[src/rtl/ddsm_frac_ctrl.sv]
// Sequencing controller for the delta-sigma EFM cascade: word load, flush, run.
// Optional DDSM_CTRL_DITHER_EN adds an LFSR dither on o_efm_data[0].
module ddsm_frac_ctrl #(
    parameter int P_DATA_WIDTH   = 8,
    parameter int P_FLUSH_CYCLES = 4,
    parameter int P_HOLD_CYCLES  = 16
) (
    input  logic                    i_clk,
    input  logic                    i_rst,
    input  logic [P_DATA_WIDTH-1:0] i_frac_word,
    input  logic                    i_frac_valid,
    output logic                    o_frac_ready,
    input  logic [7:0]              i_seed,
    input  logic                    i_enable,
    output logic [P_DATA_WIDTH-1:0] o_efm_data,
    output logic [7:0]              o_seed,
    output logic                    o_mod_rst_n,
    output logic                    o_mod_valid,
    output logic [1:0]              o_state,
    output logic [7:0]              o_update_cnt
);

    localparam int FW = (P_FLUSH_CYCLES > 1) ? $clog2(P_FLUSH_CYCLES) : 1;
    localparam int HW = (P_HOLD_CYCLES > 0) ? $clog2(P_HOLD_CYCLES + 1) : 1;
    localparam logic [FW-1:0] FLUSH_LAST = FW'(P_FLUSH_CYCLES - 1);
    localparam logic [HW-1:0] HOLD_MAX   = HW'(P_HOLD_CYCLES);

    typedef enum logic [1:0] {
        ST_IDLE  = 2'd0,
        ST_LOAD  = 2'd1,
        ST_FLUSH = 2'd2,
        ST_RUN   = 2'd3
    } state_t;

    state_t                  state;
    logic [P_DATA_WIDTH-1:0] word_q;
    logic [P_DATA_WIDTH-1:0] efm_q;
    logic [7:0]              seed_q;
    logic                    word_loaded;
    logic [FW-1:0]           flush_cnt;
    logic [HW-1:0]           hold_cnt;
    logic                    hs;

    always_comb begin
        o_frac_ready = 1'b0;
        if (!i_rst) begin
            unique case (state)
                ST_IDLE: o_frac_ready = 1'b1;
                ST_RUN:  o_frac_ready = (hold_cnt == HOLD_MAX);
                default: o_frac_ready = 1'b0;
            endcase
        end
    end

    assign hs      = i_frac_valid && o_frac_ready;
    assign o_state = state;

`ifdef DDSM_CTRL_DITHER_EN
    logic [15:0] lfsr;
    logic        dith_on;
    logic        lfsr_fb;

    // x^16+x^14+x^13+x^11+1, shifting towards the MSB
    assign lfsr_fb    = lfsr[15] ^ lfsr[13] ^ lfsr[12] ^ lfsr[10];
    assign dith_on    = (state == ST_FLUSH) || (state == ST_RUN);
    assign o_efm_data = {efm_q[P_DATA_WIDTH-1:1], efm_q[0] ^ (lfsr[0] & dith_on)};

    always_ff @(posedge i_clk) begin
        if (i_rst) begin
            lfsr <= '0;
        end else if (i_enable) begin
            if (state == ST_LOAD) begin
                lfsr <= {o_seed, ~o_seed};
            end else if (dith_on) begin
                lfsr <= {lfsr[14:0], lfsr_fb};
            end
        end
    end
`else
    assign o_efm_data = efm_q;
`endif

    always_ff @(posedge i_clk) begin
        if (i_rst) begin
            state        <= ST_IDLE;
            word_q       <= '0;
            efm_q        <= '0;
            seed_q       <= '0;
            o_seed       <= '0;
            word_loaded  <= 1'b0;
            o_mod_rst_n  <= 1'b0;
            o_mod_valid  <= 1'b0;
            o_update_cnt <= '0;
            flush_cnt    <= '0;
            hold_cnt     <= '0;
        end else begin
            if (hs) begin
                word_q       <= i_frac_word;
                o_update_cnt <= o_update_cnt + 8'd1;
                if (state == ST_IDLE) begin
                    seed_q      <= i_seed;
                    word_loaded <= 1'b1;
                end
            end
            if (!i_enable) begin
                state       <= ST_IDLE;
                o_mod_rst_n <= 1'b0;
                o_mod_valid <= 1'b0;
                flush_cnt   <= '0;
                hold_cnt    <= '0;
            end else begin
                unique case (state)
                    ST_IDLE: begin
                        o_mod_rst_n <= 1'b0;
                        o_mod_valid <= 1'b0;
                        // forward a same-cycle word so LOAD already shows it
                        if (word_loaded || hs) begin
                            state  <= ST_LOAD;
                            efm_q  <= hs ? i_frac_word : word_q;
                            o_seed <= hs ? i_seed : seed_q;
                        end
                    end
                    ST_LOAD: begin
                        state       <= ST_FLUSH;
                        o_mod_rst_n <= 1'b1;
                        flush_cnt   <= '0;
                    end
                    ST_FLUSH: begin
                        if (flush_cnt == FLUSH_LAST) begin
                            state       <= ST_RUN;
                            o_mod_valid <= 1'b1;
                            hold_cnt    <= '0;
                        end else begin
                            flush_cnt <= flush_cnt + FW'(1);
                        end
                    end
                    ST_RUN: begin
                        if (hs) begin
                            state       <= ST_FLUSH;
                            efm_q       <= i_frac_word;
                            o_mod_valid <= 1'b0;
                            flush_cnt   <= '0;
                        end else if (hold_cnt != HOLD_MAX) begin
                            hold_cnt <= hold_cnt + HW'(1);
                        end
                    end
                    default: state <= ST_IDLE;
                endcase
            end
        end
    end

endmodule

[config.mk]
export PLATFORM = sky130hd
export DESIGN_NAME = ddsm_frac_ctrl
export DESIGN_NICKNAME = d
export VERILOG_FILES = /design/src/rtl/ddsm_frac_ctrl.sv
export SDC_FILE = /design/constraint.sdc
export NUM_CORES = 1
export LEC_CHECK = 0
export CORE_MARGIN = 5
export CORE_UTILIZATION = 45
export CTS_CLUSTER_SIZE = 10
export DETAILED_ROUTE_END_ITERATION = 6
export DONT_BUFFER_PORTS = 1
export PLACE_DENSITY = 0.65
export SLEW_MARGIN = 20
export SYNTH_ARGS = -nofsm -noshare
export SYNTH_HDL_FRONTEND = slang
export SYNTH_SLANG_ARGS = --single-unit
[constraint.sdc]
create_clock -name i_clk -period 5.7 [get_ports i_clk]
set_input_delay 1.14 -clock i_clk [delete_from_list [all_inputs] [get_ports i_clk]]
set_output_delay 1.14 -clock i_clk [all_outputs]
set_load 0.1 [all_outputs]
Word level (Yosys, flattened, before mapping)
Cells that the tools add are included.
- add/sub/neg operators: 3
- equality and inequality tests: 12
- muxes and demuxes: 22
- bitwise logic cells: 1
- reductions and logical operators: 16
- operators by type and width (operator ; count):
    $mux W8 ; 4
    $pmux W8 S2 ; 1
    $mux W5 ; 3
    $reduce_and A3 Y1 ; 4
    $mux W2 ; 5
    $ne A2 B2 Y1 const B ; 5
    $pmux W5 S2 ; 1
    $add A8 B1 Y8 const B ; 1
    $pmux W2 S4 ; 1
    $reduce_and A4 Y1 ; 2
    $eq A2 B2 Y1 const B ; 3
    $pmux W2 S3 ; 1
    $reduce_bool A2 Y1 ; 3
    $reduce_bool A3 Y1 ; 2
    $add A5 B1 Y5 const B ; 1
    $eq A5 B5 Y1 const B ; 1
    $ne A5 B5 Y1 const B ; 1
    $pmux W1 S2 ; 2
    $mux W1 ; 3
    $pmux W1 S3 ; 1
    $add A2 B1 Y2 const B ; 1
    $eq A2 B1 Y1 const B ; 1
    $logic_not A2 Y1 ; 1
    $ne A2 B1 Y1 const B ; 1
    other kinds (5) ; 5
- register bits: 52
- input port bits: 20

Depth between registers and ports, before layout
- depth after elaboration: 7
- gate-level depth with buffers: 9
- mapped depth without buffers: 6

Worst setup path before layout
OpenSTA, ideal clock, no wires.
- kind: register to output
- start: reg state[0], in the netlist o_state[0]
- end: out o_frac_ready
- arrival time: 3.694 ns
- data required time: 4.560 ns
- path slack: 0.866 ns
- stages on the path, launching flop included: 5
- buffers on the path: 1
- path through: dfxtp_1 -> ha_1 -> buf_2 -> a21oi_1 -> nor3_1
- cells in the longest elaborated chain, start to end: 3
- elaborated cells on any way between the ends: 4
- ends and longest elaborated chain (item ; RTL line ; source):
    start: declaration ; 35 ; state_t state;
    start signal: assignment ; 85 ; state <= ST_IDLE;
    start signal: assignment ; 106 ; state <= ST_IDLE;
    start signal: assignment ; 118 ; state <= ST_LOAD;
    $eq A2 B2 Y1 / $logic_not A2 Y1 (equally long branches) ; 47 ; unique case (state)
    $pmux W1 S2 (*) ; 47 ;
    $mux W1 (*) ; 46 ; if (!i_rst) begin
    end: declaration ; 12 ; output logic o_frac_ready,
Every way passes the cells marked *; elsewhere a longest branch is shown, timed or not.

Worst setup path after layout
Same ends and word-level chain as after synthesis.

==> impl_metrics.tcl <==
set metrics [dict create \
    max_freq_mhz 251 \
    hold_buffers 0 \
    p_int_uw 527 \
    yosysSeqAreaShare_pct 41.5 \
    num_vias 2089 \
    reg2reg_depth 6 \
    row_count 27 \
    syn_avg_cell_area_um2 8.39 \
    fin_util_pct 47.7 \
    power.share.combinational_pct 13.9 \
    hold_path_class "register to register" \
    worstPathRequired_ns 4.56 \
    pre_cts_slack_ns 2.04 \
    cts_setup_buffers 0 \
    synth_top_family_by_area "compound AO/OA/AOI/OAI gates" \
    ant_nets 0 \
    place_congestion 0.829 \
    synth_warnings 0 \
    synth_ff_type "dfxtp_1" \
    synth_compound_area_share_pct 24.5 \
    synth_fp_nets 327 \
    hold_ws_ns 0.447 \
    p_sw_uw 309 \
    instances_no_fill 359 \
    core-area_um2 5470 \
    hold_viol 0 \
    min_from "seed_q[6]" \
    rsz0062_at_grt "false" \
    grt_max_degree 50 \
    diodes 0 \
    fin_worst_skew_ns 0.00546 \
    grt_usage_pct 16.2 \
    die_h_um 84.6 \
    syn-cell-area_um2 2510 \
    grt_pass1_vias 1993 \
    synth-edff-count 0 \
    cts_num_sinks 52 \
    maxSlewViolCount 0 \
    final_nets 314 \
    dp_hpwl_mm 3.94 \
    synthCells 299 \
    io_buffers 0 \
    fin_crit_sh_pct 69.9 \
    async_flop_share_pct 0 \
    cts_root_buf "clkbuf_8" \
    place_inst 351 \
    final.min_clock_period_ns 3.99 \
    ioPinCount 49 \
    cts_resized 0 \
    holdPathEnd "seed_q[6]" \
    worstPathArrival_ns 2.85 \
    finalSetupTns_ns 0 \
    clockBufferDepth 2 \
    status "complete, no violations" \
    start_kind "register" \
    powerDensity_nw_per_um2 320 \
    yosys.area_share.simple_pct 23.1 \
    rr_endpoint "o_update_cnt[5]" \
    min_path_cells 2 \
    dieArea_um2 7160 \
    leakage_uw 0.000823 \
    cts_tree "yes" \
    drc 0 \
    max_slew_margin_pct 22.2 \
    wl_per_cell_um 16.0 \
    synth-xor-area-share_pct 0.349 \
    grt_overflow_total 0 \
    die_w_um 84.6 \
    syn_to_final_growth_pct 4.14 \
    layout-drive-gt1-share_pct 4.18 \
    critPathKind "register to primary output" \
    yosys_register_bits 52 \
    ctsHtreeMaxLevel 2 \
    drt-vias-per-instance 5.82 \
    synth_mux_area_share_pct 1.20 \
    fin_ws_ns 1.71 \
    grt_pass1_wl_mm 9.51 \
    clockPowerShare_pct 25.7 \
    peakVddDrop_uv 128 \
    initial_core_util_pct 45.8 \
    drt_iter0_markers 150 \
    cp-end-kind "primary output" \
    seqPwrFrac_pct 60.4 \
    netSwitchingFraction_pct 37.0 \
    setup_viol 0 \
    reg2reg_slack_ns 2.11 \
    tightest_slew_ns 1.17 \
    cts_made_buffers 5 \
    crit_path_max_fanout 22 \
    insertion_delay_ns 0.30 \
    cap_viol_max_count 0 \
    finalWirelength_mm 5.75 \
    antenna_found_initial 0 \
    clk_pin_slew_worst_paths_ns 0.09 \
    r2r-start "o_state[1]" \
    synthAdderAreaFrac_pct 3.99 \
    firstDrtPassIters 5 \
    ys_types 40 \
]
[cells in the final DEF (no fill, tap or decap), types with 2 or more instances in the layout]
master	netlist	layout
ha_1	8	8
nand3_1	16	16
nand2b_1	4	4
or4_1	4	4
clkbuf_8	0	6
mux2i_1	3	3
a21oi_1	37	37
o31ai_1	6	6
nand2_1	44	44
o21ai_0	20	20
clkbuf_1	8	2
a311oi_1	17	17
nand4_1	2	2
and4bb_1	2	2
or3_1	14	14
a31oi_1	3	3
inv_1	8	8
nand4bb_1	2	2
o22ai_1	2	2
o211ai_1	2	2
nor2_1	14	14
nor2b_1	2	2
dfxtp_1	52	52
[logic make-up (layout without fill, tap and decap cells)]
group	after synthesis	count (layout)
flip-flops	52	52
XOR/XNOR	1	1
adder cells (fa/ha/maj)	8	8
AND/OR/NAND/NOR	112	112
multiplexers	3	3
buffers and inverters	29	17
AO/OA/AOI/OAI	94	94
[cells in the mapped netlist (3+ instances only)]
cell      instances  area, µm²
mux2i_1           3       30.0
o31ai_1           6       45.0
nor2_1           14       52.6
dfxtp_1          52       1040
inv_1             8       30.0
ha_1              8        100
a311oi_1         17        149
o21ai_0          20        100
nand2_1          44        165
nand3_1          16       80.1
buf_2             7       35.0
buf_4             5       37.5
or4_1             4       30.0
or3_1            14       87.6
clkbuf_1          8       30.0
a31oi_1           3       18.8
a21oi_1          37        185
nand2b_1          4       25.0
[final cells by class]
| cell class | instances | area (µm²) |
|---|---|---|
| Fill cell | 553 | 2860 |
| Multi-Input combinational cell | 218 | 1340 |
| Sequential cell | 52 | 1040 |
| Clock buffer | 8 | 90.1 |
| Tap cell | 72 | 90.1 |
| Inverter | 8 | 30.0 |
| Timing Repair Buffer | 1 | 25.0 |
[routing by layer]
metal / share of wire (%) / track usage [%]
met4: 1.5 / 5.61
met5: 0 / 0
met3: 6.2 / 5.20
met1: 43 / 19.5
met2: 49 / 27.3
[power groups by stage]
stage	Combinational [µW]	Clock (µW)	Sequential, µW
finish	117	215	505
global route	131	241	507
CTS	117	222	505
detailed placement	117	0	514
global placement	115	0	513
floorplan	103	0	508
[metrics by stage]
step	total power, µW	cell area, µm²
global placement	628	2520
global route	879	2610
detailed placement	630	2520
finish	836	2610
floorplan	611	2510
CTS	844	2610
[worst max-delay path, stage by stage, from the launching register on]
cell	delay (ns)
dfxtp_1	1.04
ha_1	0.80
a21oi_1	0.22
nor3_2	0.23
clkbuf_16	0.24
[flip-flops by register name, indices dropped and copies added, names as in the netlist]
| signal | cells |
|---|---|
| o_efm_data | 8 |
| o_seed | 8 |
| o_update_cnt | 8 |
| seed_q | 8 |
| word_q | 8 |
| hold_cnt | 5 |
| flush_cnt | 2 |
| o_state | 2 |
| o_mod_rst_n | 1 |
| o_mod_valid | 1 |
| word_loaded | 1 |
[how the worst max path moves through the flow]
| stage | start | to | slack, ns | depth (start not counted) |
|---|---|---|---|---|
| detailed placement | o_state[0] | o_frac_ready | 2.04 | 4 |
| CTS | o_state[0] | o_frac_ready | 1.71 | 4 |
| finish | o_state[0] | o_frac_ready | 1.71 | 4 |
| global route | o_state[0] | o_frac_ready | 1.52 | 4 |
| global placement | o_state[0] | o_frac_ready | 2.13 | 4 |
| floorplan | o_state[0] | o_frac_ready | 0.87 | 4 |
Note: power is estimated with default switching activity, not from simulation.
